<file path="config.mk">
export PLATFORM = sky130hd
export DESIGN_NAME = msg_buffer
export DESIGN_NICKNAME = d
export VERILOG_FILES = /design/src/rtl/msg_pkg.sv /design/src/rtl/btn_edge.sv /design/src/rtl/msg_buffer.sv
export SDC_FILE = /design/constraint.sdc
export NUM_CORES = 1
export LEC_CHECK = 0
export ABC_CLOCK_PERIOD_IN_PS = 3500
export CAP_MARGIN = 20
export CELL_PAD_IN_SITES_DETAIL_PLACEMENT = 1
export CELL_PAD_IN_SITES_GLOBAL_PLACEMENT = 1
export CORE_MARGIN = 2
export CORE_UTILIZATION = 50
export DETAILED_ROUTE_END_ITERATION = 10
export PLACE_DENSITY = 0.77
export SETUP_SLACK_MARGIN = 0.5
export SKIP_LAST_GASP = 1
export SLEW_MARGIN = 20
export SYNTH_ARGS = -nofsm -noshare
export SYNTH_HDL_FRONTEND = slang
export SYNTH_SLANG_ARGS = --single-unit
</file>
<file path="constraint.sdc">
create_clock -name clk -period 3.5 [get_ports clk]
set_input_delay 0.525 -clock clk [delete_from_list [all_inputs] [get_ports clk]]
set_output_delay 0.525 -clock clk [all_outputs]
set_load 0.01 [all_outputs]
</file>
<file path="src/rtl/msg_pkg.sv">
// Shared constants and state type for the keypad message buffer.
package msg_pkg;

  localparam logic [7:0] CHAR_CR    = 8'h0D;
  localparam logic [7:0] CHAR_SPACE = 8'h20;

  typedef enum logic {
    EDIT = 1'b0,
    SEND = 1'b1
  } state_t;

endpackage

</file>
<file path="src/rtl/btn_edge.sv">
// Per-bit rising-edge detector: one registered previous sample per input bit.
module btn_edge #(
  parameter int W = 1
) (
  input  logic         clk,
  input  logic         rst,
  input  logic [W-1:0] level,
  output logic [W-1:0] rise
);

  logic [W-1:0] prev;

  always_ff @(posedge clk or posedge rst) begin
    if (rst) prev <= '0;
    else     prev <= level;
  end

  assign rise = level & ~prev;

endmodule

</file>
<file path="src/rtl/msg_buffer.sv">
// Keypad message buffer: edits a character line, then streams it out with a terminator.
module msg_buffer
  import msg_pkg::*;
#(
  parameter int         DEPTH     = 16,
  parameter logic [7:0] TERM_CHAR = CHAR_CR
) (
  input  logic                       clk,
  input  logic                       rst,
  input  logic [7:0]                 char_in,
  input  logic                       char_valid,
  input  logic                       btn_bksp,
  input  logic                       btn_clear,
  input  logic                       btn_send,
  input  logic [$clog2(DEPTH)-1:0]   disp_addr,
  output logic [7:0]                 disp_data,
  output logic [7:0]                 tx_data,
  output logic                       tx_valid,
  input  logic                       tx_ready,
  output logic [$clog2(DEPTH):0]     len,
  output logic                       full,
  output logic                       empty,
  output logic                       busy,
  output logic                       overflow,
  output state_t                     state
);

  localparam int          AW  = $clog2(DEPTH);
  localparam logic [AW:0] CAP = (AW+1)'(DEPTH);

  logic [2:0]  btn_rise;
  logic        bksp_e, clear_e, send_e;
  logic [7:0]  mem [DEPTH];
  logic [AW:0] rd_ptr, rd_next;
  logic        wr_en;

  btn_edge #(.W(3)) u_btn_edge (
    .clk   (clk),
    .rst   (rst),
    .level ({btn_send, btn_clear, btn_bksp}),
    .rise  (btn_rise)
  );

  assign bksp_e  = btn_rise[0];
  assign clear_e = btn_rise[1];
  assign send_e  = btn_rise[2];

  assign full  = (len == CAP);
  assign empty = (len == '0);
  assign busy  = (state == SEND);

  assign rd_next = rd_ptr + 1'b1;
  // A character only lands when no higher-priority event (clear, send) claims the cycle.
  assign wr_en = (state == EDIT) && !clear_e && !send_e && char_valid && (len != CAP);

  always_ff @(posedge clk) begin
    if (wr_en) mem[len[AW-1:0]] <= char_in;
  end

  // Stream handshake: tx_valid/tx_data are held until a clk edge sees tx_valid && tx_ready;
  // that edge is the transfer, and the next byte (or TERM_CHAR) is loaded on it.
  always_ff @(posedge clk or posedge rst) begin
    if (rst) begin
      state     <= EDIT;
      len       <= '0;
      rd_ptr    <= '0;
      overflow  <= 1'b0;
      tx_valid  <= 1'b0;
      tx_data   <= 8'h00;
      disp_data <= CHAR_SPACE;
    end else begin
      disp_data <= ({1'b0, disp_addr} < len) ? mem[disp_addr] : CHAR_SPACE;
      case (state)
        EDIT: begin
          if (clear_e) begin
            len      <= '0;
            overflow <= 1'b0;
          end else if (send_e) begin
            if (len != '0) begin
              state    <= SEND;
              rd_ptr   <= '0;
              tx_valid <= 1'b1;
              tx_data  <= mem[0];
            end
          end else if (char_valid) begin
            if (len != CAP) len      <= len + 1'b1;
            else            overflow <= 1'b1;
          end else if (bksp_e && (len != '0)) begin
            len <= len - 1'b1;
          end
        end
        SEND: begin
          if (char_valid) overflow <= 1'b1;
          if (tx_ready) begin
            if (rd_ptr == len) begin
              state    <= EDIT;
              len      <= '0;
              rd_ptr   <= '0;
              tx_valid <= 1'b0;
            end else begin
              rd_ptr  <= rd_next;
              tx_data <= (rd_next < len) ? mem[rd_next[AW-1:0]] : TERM_CHAR;
            end
          end
        end
        default: state <= EDIT;
      endcase
    end
  end

endmodule
</file>
* After elaboration in Yosys (flattened, before gate mapping)
Memory sizes are Yosys's and may differ from the RTL's.
Index checks and enable logic that the tools add are counted.
** Storage, ports and cells
- Flip-flop bits (word level) :: 32
- RAM bits :: 128
- Input port bits :: 19
- Output and inout port bits :: 27
- Word-level logic and storage cells :: 88
- Memories :: 1
** Memory list
- mem :: words 16, bits a word 8, rd ports 3, clocked after Yosys merged registers in 0, wr ports 1, line msg_buffer.sv:33 : logic [7:0] mem [DEPTH];
** Cells by class
- $add $sub $neg :: 3
- Order comparisons :: 2
- Eq/ne operators :: 15
- Muxes and demuxes :: 42
- Bitwise logic cells :: 3
- Reductions and logical operators :: 14
** Operator list (count)
- $mux W5 :: 12
- $mux W8 :: 7
- $pmux W5 S2 :: 2
- $mux W1 :: 17
- $pmux W8 S2 :: 1
- $reduce_and A5 Y1 :: 3
- $add A5 B1 Y5 const B :: 2
- $ne A2 B2 Y1 const B :: 5
- $ne A3 B3 Y1 const B :: 3
- $ne A4 B3 Y1 const B :: 2
- $reduce_and A4 Y1 :: 2
- $pmux W1 S2 :: 3
- $eq A5 B5 Y1 :: 1
- $eq A5 B5 Y1 const B :: 1
- $logic_and A1 B1 Y1 :: 5
- $logic_not A5 Y1 :: 1
- $lt A4 B5 Y1 :: 1
- $lt A5 B5 Y1 :: 1
- $ne A5 B5 Y1 const B :: 1
- $reduce_bool A5 Y1 :: 1
- $sub A5 B1 Y5 const B :: 1
- $ne A2 B1 Y1 const B :: 2
- $and A3 B3 Y3 :: 1
- $not A3 Y3 :: 1
- 2 further kinds :: 3

* Logic depth before layout (Yosys ltp)
Gate-level depths: netlist (run 1).
- Depth after elaboration :: 9
- Mapped depth :: 10
- Depth with buffers taken out :: 8

* Modules after synthesis
From an unflattened synthesis (run 1), not the netlist that was laid out.
** Unflattened totals
- Cells, all modules :: 499
- Area, all modules :: 7744.9 um^2
** By module, submodules not included
- msg_buffer :: instances 1, cells an instance 492, area an instance 7624.8 um^2, seq. area each 4570.6 um^2
- btn_edge :: instances 1, cells an instance 7, area an instance 120.1 um^2, seq. area each 75.1 um^2

* Worst setup path after synthesis (run 1)
Ideal clock, no wire load.
- Path kind :: flip-flop to flip-flop
- From :: reg rd_ptr[0]
- To :: reg tx_data[0]
- Library setup time :: 0.128 ns
- Arrival :: 2.407 ns
- Data required time :: 3.372 ns
- Setup slack :: 0.965 ns
- Cell stages (with the launch flop) :: 11
- Path buffers :: 2
- Period minus slack after synthesis :: 2.535 ns
- Cell sequence :: dfrtp_1 -> ha_1 -> xnor2_1 -> inv_2 -> buf_4 -> buf_2 -> ha_1 -> o21a_1 -> o211ai_1 -> o211a_1 -> a21oi_1
** On the way
- Longest elaborated chain between the ends :: 6
- Elaborated cells on any way between the ends :: 10
- Classes of those cells :: add/sub: 1; order compare: 1; eq/ne: 2; mux: 4; reduce/logical: 1; memory: 1
** Ends and longest elaborated chain
- from (decl) :: line msg_buffer.sv:34 : logic [AW:0] rd_ptr, rd_next;
- from (signal assigned) :: line msg_buffer.sv:101 : rd_ptr <= rd_next;
- $add A5 B1 Y5 :: line msg_buffer.sv:52 : assign rd_next = rd_ptr + 1'b1;
- $mem_v2 Z16 W8 or $lt A5 B5 Y1 (tied branches)
- $mux W8 :: line msg_buffer.sv:102 : tx_data <= (rd_next < len) ? mem[rd_next[AW-1:0]] : TERM_CHAR;
- $mux W8 :: line msg_buffer.sv:95 : if (rd_ptr == len) begin
- $mux W8 :: line msg_buffer.sv:94 : if (tx_ready) begin
- $pmux W8 S2 :: line msg_buffer.sv:73 : case (state)
- to (signal assigned) :: line msg_buffer.sv:83 : tx_data <= mem[0];
- to (signal assigned) :: line msg_buffer.sv:102
- to (decl) :: line msg_buffer.sv:17 : output logic [7:0] tx_data,
Several ways; a longest one is shown, not always the timed one. The select of a mux whose other input is x is not followed.
A chain may end at the register's enable or synchronous reset.

* Worst setup path after layout (run 1)
- From :: reg len[0]
- To :: out full
** On the way
- Longest elaborated chain between the ends :: 1
** Ends and longest elaborated chain
- from (decl) :: line msg_buffer.sv:20 : output logic [$clog2(DEPTH):0] len,
- from (signal assigned) :: line msg_buffer.sv:86 : if (len != CAP) len <= len + 1'b1;
- from (signal assigned) :: line msg_buffer.sv:89 : len <= len - 1'b1;
- $eq A5 B5 Y1 :: line msg_buffer.sv:48 : assign full = (len == CAP);
- to (decl) :: line msg_buffer.sv:21 : output logic full,
Every way passes these cells.

==> results of run 1 <==
worst register-to-register path, delay by kind of cell, from the launching register on:
kind | cells | cell delay, ns
AOI/OAI and AO/OA | 4 | 0.86
DFF | 1 | 0.43
and+or+nand+nor | 1 | 0.14
adders and majority gates | 2 | 1.07
per-layer routing:
layer,GRT usage,part of all wire
met1,0.387,0.41
met2,0.455,0.50
met3,0.0626,0.075
met4,0.0743,0.014
met5,0,0
synth_stat cells (2+ instances only):
cell	number
edfxtp_1	128
nand2_1	63
mux4_2	56
dfrtp_1	31
nand3_1	24
mux2i_1	20
a21oi_1	17
nor2_1	17
buf_2	15
ha_1	12
a22oi_1	8
a41oi_1	8
clkbuf_1	8
a21boi_0	7
a21o_1	7
inv_1	7
a31oi_1	6
and3_1	6
nor2b_1	5
nor3_1	5
o21ai_0	5
o21ai_1	5
xnor2_1	5
xor2_1	5
buf_6	4
buf_1	3
nand2b_1	3
o31ai_1	3
or3_1	3
a211oi_1	2
a22o_1	2
buf_4	2
clkinv_1	2
o211ai_1	2
power breakdown:
part           total, mW  internal, mW  switching [mW]
combinational       2.72          1.15            1.57
sequential          2.43          2.22           0.208
clock               1.81          1.04           0.765
through the flow:
stage	instance area, um^2	util	power [mW]	hold slack (ns)	worst slack (ns)
floorplan	7730	-	4.21	0.509	0.965
global placement	8410	0.555	5.02	0.503	0.729
detailed placement	8410	0.555	5.11	0.503	0.615
CTS	8980	0.593	6.93	0.505	0.540
global route	8990	0.593	7.27	0.532	0.510
finish	8990	0.593	6.95	0.498	0.618
cells in the final DEF, fill, tap and decap left out, drive strengths merged, types with 7 or more instances in the layout:
cell / count
mux4: 56
clkbuf: 17
a21o: 7
edfxtp: 128
mux2i: 20
clkinv: 8
ha: 12
a41oi: 8
dfrtp: 31
nand2: 63
o21ai: 10
a22oi: 8
buf: 25
a21oi: 17
clkdlybuf4s50: 43
nor2: 18
nand3: 24
a21boi: 7
inv: 9
cell type report:
type,instances,share of cell area
multi-input cells,310,0.320
clock inverters,15,0.0162
repair buffers,68,0.0682
well taps,188,0.0262
inverters,10,0.00459
flip-flops and latches,160,0.517
clock buffers,17,0.0473
cells by family (layout without fill, tap and decap cells):
kind of cell    after synthesis  count (layout)  share of synthesized area
xor+xnor                     10              10                     0.0113
compound gates               80              80                     0.0725
mux                          76              76                      0.189
flops                       160             160                      0.601
fa+ha+maj                    13              13                     0.0220
buf+inv                      42             110                     0.0277
simple gates                131             131                     0.0763
flip-flops by register name, indices dropped and copies added, names as in the netlist:
name             cells
disp_data            8
tx_data              8
overflow             1
u_btn_edge.prev      3
mem                128
busy                 1
rd_ptr               5
tx_valid             1
len                  5
worst min-delay path by stage:
stage	start	to	cells past startpoint
2_1_floorplan	rd_ptr[4]	rd_ptr[4]	2
3_3_place_gp	tx_valid	tx_valid	2
3_5_place_dp	tx_valid	tx_valid	2
4_1_cts	rst	disp_data[6]	3
5_1_grt	rst	disp_data[6]	3
6_report	rst	tx_valid	3
==> results.txt, run 1 <==
R2R depth: 7
Status: finished clean
Share of the synthesized area in the top cell type: 0.497
Worst Setup Path Type: flip-flop to output port
Initial antenna violation count: 0
Clock tree buffer depth: 2
Height of the die: 128 um
Sink Count: 160
Die width: 128 um
Worst skew pair latency: 0.43 ns
Hold Crit Class: input pin to async pin
Port Buf Inserts: 45
Mapped Area: 7730 um^2
Power Density: 774 nW/um^2
Cell family with most CP delay: simple AND/OR/NAND/NOR gates
Die ar.: 16,500 um^2
Core ar.: 15,100 um^2
Drt first pass iters: 4
Vias post-DR: 5,014
Antenna cells: 0
Crit path max fanout: 12
Final net count: 599
Starting density of the core: 0.510
Final setup fails: 0
Worst-Margin Slew: 0.929 ns
First-pass GRT wire length: 33,200 um
HPWL Detailed: 15,200 um
Worst setup SP type: flip-flop
Synthesized instance count: 512
Sequential share of the synthesized area: 0.601
Drt total wl: 21,500 um
Skew final: 0.00763 ns
Slowest-stage cell, CP: dfrtp_1
Post-cts gate resize count: 0
Number of top-level design ports: 46
Gpl congestion: 0.860
Crit path required time: 2.97 ns
Clk pin slew, worst setup/hold paths: 0.06 ns
Crit-path cells: or4_4 -> nor2_1 -> clkdlybuf4s50_1
Count of state elements after synthesis: 160
Worst path max stage delay: 0.58 ns
Final count of pins violating max slew: 0
CTS tree: yes
CTS Hold Bufs: 0
Arrival @ worst endpoint: 2.36 ns
Final Hold Fails: 0
Reg-to-Reg Start: rd_ptr[1]
CTS Buf Count: 17
Multi-input gate area: 2880 um^2
Library cells used by synthesis: 50
Reg2reg setup slack: 0.94 ns
Largest net degree at the start of global routing: 33
EDFF count, synth: 128
Post-synth top area cell: edfxtp_1
GR Overflow Total: 0
Worst R2R End: tx_data[7]
Core Rows: 45
Placed insts: 736
Vias in the first global route: 5,262
Critical Path Stages: 3
Clk root buf: clkbuf_16
DRC: 0
Mapped Nets: 544
Share of layout cells above drive strength 1: 0.209
Synth Area per Inst: 15.1 um^2
Worst vdd ir: 432 uV
Postcts setup bufs: 0
Slew margin rel.: 0.379
Post-DRT Antenna Nets: 0
Max-cap violations: 0
Worst setup endpoint: full
Synthesis Warnings: 0
Fill count: 1,408
Critical path origin: len[0]
Iteration-0 DRC Markers: 499
H-Tree Depth: 4
Synth area leaders: edfxtp_1, mux4_2, dfrtp_1
Critical Path End Type: output port
WL per Instance: 28.0 um
Post-synth top flop: edfxtp_1
F_max: 347 MHz
Tmin final: 2.88 ns
Async SR Flop Fraction: 0.200
Vias per cell: 6.53
P_leak: 3.14 nW
Crit path buffers/inverters: 1
RSZ-0062 raised after global routing: no
Crit share post-route: 0.823
Area Growth Syn to Fin: 16.3%
GRT Total Usage: 0.280
Storage cell area: 4650 um^2
Setup tns final: 0 ns
Non-filler instance count after layout: 768
(Power assumes the default switching activity.)
==> run 2, diff against run 1 <==
--- a/config.mk
+++ b/config.mk
@@ -5,7 +5,7 @@
 export SDC_FILE = /design/constraint.sdc
 export NUM_CORES = 1
 export LEC_CHECK = 0
-export ABC_CLOCK_PERIOD_IN_PS = 3500
+export ABC_CLOCK_PERIOD_IN_PS = 3010
 export CAP_MARGIN = 20
 export CELL_PAD_IN_SITES_DETAIL_PLACEMENT = 1
 export CELL_PAD_IN_SITES_GLOBAL_PLACEMENT = 1
==> constraint.sdc (replaced) <==
create_clock -name clk -period 3.01 [get_ports clk]
set_input_delay 0.4515 -clock clk [delete_from_list [all_inputs] [get_ports clk]]
set_output_delay 0.4515 -clock clk [all_outputs]
set_load 0.01 [all_outputs]
==> run 2 against run 1 <==
Wire length up 7.3%; first-iteration DRC count up 25%; critical path depth up 4; critical path type is now flip-flop to flip-flop; critical endpoint is now tx_data[4]; largest power group unchanged; highest routed layer unchanged.
==> results.txt, run 2 (synthesized netlist as in run 1, its figures left out) <==
Worst Setup Path Type: flip-flop to flip-flop
Sink Count: 160
Number of top-level design ports: 46
Starting density of the core: 0.510
Drt first pass iters: 5
Worst setup endpoint: tx_data[4]
Largest net degree at the start of global routing: 34
P_leak: 3.25 nW
Vias per cell: 6.64
Setup tns final: 0 ns
R2R depth: 7
Critical path origin: rd_ptr[1]
Die width: 128 um
Arrival @ worst endpoint: 2.70 ns
Worst slack at placement: 0.393 ns
RSZ-0062 raised after global routing: no
Clock tree buffer depth: 2
Tmin final: 2.40 ns
Worst skew pair latency: 0.43 ns
F_max: 417 MHz
Core Rows: 45
Core ar.: 15,100 um^2
Crit path max fanout: 11
Share of layout cells above drive strength 1: 0.235
H-Tree Depth: 4
Initial antenna violation count: 1
Hold Crit Class: input pin to async pin
Reg-to-Reg Start: rd_ptr[1]
Vias in the first global route: 5,608
GRT Max-Usage Layer: met2
Worst Hold Slack: 0.286 ns
Worst-Margin Slew: 0.789 ns
CTS Buf Count: 17
Vias post-DR: 5,218
Post-DRT Antenna Nets: 0
First-pass GRT wire length: 34,800 um
Clk root buf: clkbuf_16
Final net count: 616
Critical Path End Type: flip-flop
Worst vdd ir: 479 uV
Crit share post-route: 0.796
Slew margin rel.: 0.474
Power Density: 911 nW/um^2
Final Hold Fails: 0
Routing usage on met1: 0.375
Port Buf Inserts: 45
Worst R2R End: tx_data[4]
Area Growth Syn to Fin: 18.5%
Commonest non-fill, non-tap cell in the layout: edfxtp_1
Commonest cells after routing, fill and taps aside: edfxtp_1, nand2_1, mux4_2, clkdlybuf4s50_1, buf_4
GRT Total Usage: 0.296
DRC: 0
Drt total wl: 23,100 um
Status: finished clean
Reg2reg setup slack: 0.61 ns
Crit path required time: 3.31 ns
Iteration-0 DRC Markers: 623
HPWL Detailed: 15,600 um
Clk pin slew, worst setup/hold paths: 0.06 ns
Final setup fails: 0
WL per Instance: 29.4 um
Max-cap violations: 0
Setup ws final: 0.615 ns
Met3 Use GR: 0.0768
CTS tree: yes
Worst setup SP type: flip-flop
GR Overflow Total: 0
Grt met2 use: 0.474
Gpl congestion: 0.851
Skew final: 0.0174 ns
Final count of pins violating max slew: 0
Die ar.: 16,500 um^2
Height of the die: 128 um
Max reg flops: 128
-- run 2: changes by cell type in the layout (fill, tap and decap cells not counted), sizes merged --
cell           previous run  this run
inv                       9        11
clkbuf                   17        19
clkdlybuf4s50            43        41
dlygate4sd2               0         2
buf                      25        42
clkinvlp                  6         2
diode                     0         1
-- run 2: critical path: stages (launching register included) --
cell     delay (ns)
dfrtp_1        0.44
ha_2           0.56
buf_4          0.24
mux4_2         0.52
nand2_1        0.10
a21oi_1        0.07
a41oi_1        0.24
o21ai_1        0.10
-- run 2: worst min path at each step --
stage / start / end / cells past startpoint
finish: rst / tx_data[1] / 2
global route: rst / disp_data[4] / 2
CTS: rst / tx_data[1] / 2
detailed placement: tx_data[6] / tx_data[6] / 2
global placement: tx_data[7] / tx_data[7] / 2
floorplan: btn_bksp / u_btn_edge.prev[0] / 0
-- run 2: area by class of cell --
class	count	area, um^2
tap	188	235
clock buffer	19	433
fill	1386	5990
multi-input combinational	310	2900
timing repair buffer	85	767
clock inverter	13	136
antenna	1	2.50
inverter	10	40.0
sequential	160	4650
-- run 2: timing repair --
item                       4_1_cts  5_1_grt
setup buffers                    2        0
setup endpoints to repair        6        7
hold buffers                     0        0
resized for setup                6        5
-- run 2: report_power, final --
part	switching [mW]	total [mW]	internal, mW
Clock	0.891	2.11	1.22
Combinational	2.03	3.47	1.44
Sequential	0.180	2.77	2.59
-- run 2: per-stage QoR --
step	utilization	power [mW]	instance area [um^2]	std cells
finish	0.605	8.35	9160	786
global route	0.605	8.72	9160	785
CTS	0.603	8.29	9140	785
global placement	0.564	6.00	8550	751
detailed placement	0.564	6.13	8550	751
floorplan	-	4.90	7740	512
-- run 2: per-layer routing --
layer	vias to the layer above	share of wire
met3	75	0.080
met5	-	0
li1	2172	-
met1	2695	0.39
met4	0	0.048
met2	276	0.48
==> run 3, diff against run 2 <==
--- a/config.mk
+++ b/config.mk
@@ -5,14 +5,14 @@
 export SDC_FILE = /design/constraint.sdc
 export NUM_CORES = 1
 export LEC_CHECK = 0
-export ABC_CLOCK_PERIOD_IN_PS = 3010
+export ABC_CLOCK_PERIOD_IN_PS = 2100
 export CAP_MARGIN = 20
 export CELL_PAD_IN_SITES_DETAIL_PLACEMENT = 1
 export CELL_PAD_IN_SITES_GLOBAL_PLACEMENT = 1
 export CORE_MARGIN = 2
-export CORE_UTILIZATION = 50
+export CORE_UTILIZATION = 46
 export DETAILED_ROUTE_END_ITERATION = 10
-export PLACE_DENSITY = 0.77
+export PLACE_DENSITY = 0.75
 export SETUP_SLACK_MARGIN = 0.5
 export SKIP_LAST_GASP = 1
 export SLEW_MARGIN = 20
==> constraint.sdc (replaced) <==
create_clock -name clk -period 2.1 [get_ports clk]
set_input_delay 0.315 -clock clk [delete_from_list [all_inputs] [get_ports clk]]
set_output_delay 0.315 -clock clk [all_outputs]
set_load 0.01 [all_outputs]
==> run 3 against run 2 <==
The flow now finishes with violations (negative setup slack); worst setup slack got worse by 0.71 ns; core utilization up 5.3 points; wire length rose by 34%; non-clock buffer count up 70; flip-flop and latch count did not move; clock skew fell by 0.0023 ns; via count grew 15%; cell count grew 13%.
==> results.txt, run 3 (synthesized netlist as in run 1, its figures left out) <==
Status: finished with violations
Violated checks: negative setup slack
Gpl congestion: 0.859
Vias post-DR: 6,015
Antenna cells: 0
Setup ws final: -0.0936 ns
Cell family with most CP delay: multiplexers
Die width: 134 um
Die ar.: 17,900 um^2
Sink Count: 160
Worst Setup Path Type: flip-flop to flip-flop
Fill count: 1,455
Vias in the first global route: 6,262
Share of layout cells above drive strength 1: 0.482
Power Density: 1460 nW/um^2
GR Overflow Total: 0
Number of top-level design ports: 46
Starting density of the core: 0.468
Non-filler instance count after layout: 888
Height of the die: 134 um
H-Tree Depth: 4
Max reg flops: 128
Initial antenna violation count: 0
P_leak: 3.87 nW
Drt first pass iters: 5
Sequential share of power: 0.252
CTS tree: yes
CTS Hold Bufs: 0
Port Buf Inserts: 45
Skew final: 0.0150 ns
GRT Total Usage: 0.335
Clk network pwr share: 0.213
Slowest-stage cell, CP: mux4_2
Crit path max fanout: 5
DRC: 0
Clk pin slew, worst setup/hold paths: 0.08 ns
Overall Power: 15.9 mW
WL per Instance: 35.0 um
Core Rows: 47
Placed insts: 811
Final setup fails: 11
Worst path max stage delay: 0.54 ns
CTS Buf Count: 17
Crit-path cells: ha_4 -> buf_6 -> mux4_2 -> nand2_2 -> a21oi_2 -> a41oi_2 -> buf_4 -> o21ai_2
First-pass GRT wire length: 42,600 um
Internal: 9.55 mW
Worst vdd ir: 793 uV
F_max: 456 MHz
Crit path buffers/inverters: 2
Sw frac: 0.398
Core ar.: 16,500 um^2
Largest net degree at the start of global routing: 33
Worst slack at placement: -0.268 ns
Crit share post-route: 1.04
Clk root buf: clkbuf_16
Hold Crit Class: input pin to async pin
Commonest non-fill, non-tap cell in the layout: edfxtp_1
Worst-Margin Slew: 0.769 ns
Worst setup SP type: flip-flop
Critical Path End Type: flip-flop
Max-cap violations: 0
Utilization after layout: 0.657
HPWL Detailed: 16,100 um
Area Growth Syn to Fin: 40.5%
RSZ-0062 raised after global routing: yes
Worst skew pair latency: 0.45 ns
Post-DRT Antenna Nets: 0
Final net count: 687
Commonest cells after routing, fill and taps aside: edfxtp_1, buf_4, mux4_2, nand2_1, buf_12
Crit path required time: 2.42 ns
Tmin final: 2.19 ns
Arrival @ worst endpoint: 2.51 ns
Final count of pins violating max slew: 0
Drt total wl: 31,100 um
Clock tree buffer depth: 2
Setup tns final: -0.575 ns
Psw: 6.32 mW
Vias per cell: 6.77
Final Hold Fails: 0
Slew margin rel.: 0.486
Comb pwr share: 0.535
Iteration-0 DRC Markers: 768
[run 3: changes by cell type in the layout (fill, tap and decap cells not counted), moves of 16 or more]
cell / previous run / this run
clkdlybuf4s50_1: 41 / 16
dlygate4sd2_1: 2 / 18
nand2_1: 63 / 46
nor2_4: 0 / 16
buf_6: 1 / 23
buf_12: 2 / 26
buf_4: 37 / 59
nand2_2: 0 / 16
[run 3: power groups by stage]
stage / sequential (mW) / clock [mW] / combinational (mW)
final: 3.99 / 3.38 / 8.49
after floorplan: 4.04 / 0 / 3.35
after CTS: 3.94 / 3.29 / 7.44
after global placement: 4.00 / 0 / 5.44
after detailed placement: 4.02 / 0 / 5.64
after global routing: 3.99 / 3.48 / 8.73
[run 3: routing by layer]
layer / vias up / part of all wire / routed length, um / track usage
met5: - / 0 / 0 / 0
met4: 0 / 0.052 / 1610 / 0.155
met3: 116 / 0.083 / 2580 / 0.0590
met2: 474 / 0.50 / 15400 / 0.556
met1: 3109 / 0.37 / 11500 / 0.432
li1: 2316 / - / - / -
[run 3: worst register-to-register path, stage by stage (launching register included)]
cell and delay, ns:
dfrtp_2 0.45, ha_4 0.34, buf_6 0.11, mux4_2 0.54, nand2_2 0.13, a21oi_2 0.07
a41oi_2 0.22, buf_4 0.16, o21ai_2 0.05
[run 3: final timing paths]
| path | from | end | slack, ns | depth (start not counted) |
|---|---|---|---|---|
| setup / recovery | rd_ptr[0] | tx_data[6] | -0.09 | 8 |
| hold / removal | rst | rd_ptr[2] | 0.34 | 3 |
| setup reg to reg | rd_ptr[0] | tx_data[6] | -0.09 | 8 |
| hold reg to reg | overflow | overflow | 0.54 | 1 |
| max in group asynchronous | rst | len[0] | 1.37 | 3 |
| min in group clk | btn_bksp | u_btn_edge.prev[0] | 0.39 | 1 |
[run 3: timing repair]
action                     CTS  global route
buffers inserted            27            15
resized for setup          137            38
pin swaps                   37            19
cloned                       3             0
setup endpoints to repair  183           165
[run 3: cell type report]
class                      instances  area [um^2]  share of cell area
sequential                       160         4650               0.429
clock buffer                      19          443              0.0408
multi-input combinational        311         3560               0.328
clock inverter                    13          178              0.0164
tap                              220          275              0.0253
inverter                          10         60.1             0.00553
timing repair buffer             155         1690               0.155
[run 3: through the flow]
stage / hold WS, ns / area (um^2)
after floorplan: 0.346 / 8110
after global placement: 0.493 / 9300
after detailed placement: 0.518 / 9300
after CTS: 0.304 / 10600
after global routing: 0.367 / 10900
final: 0.342 / 10900
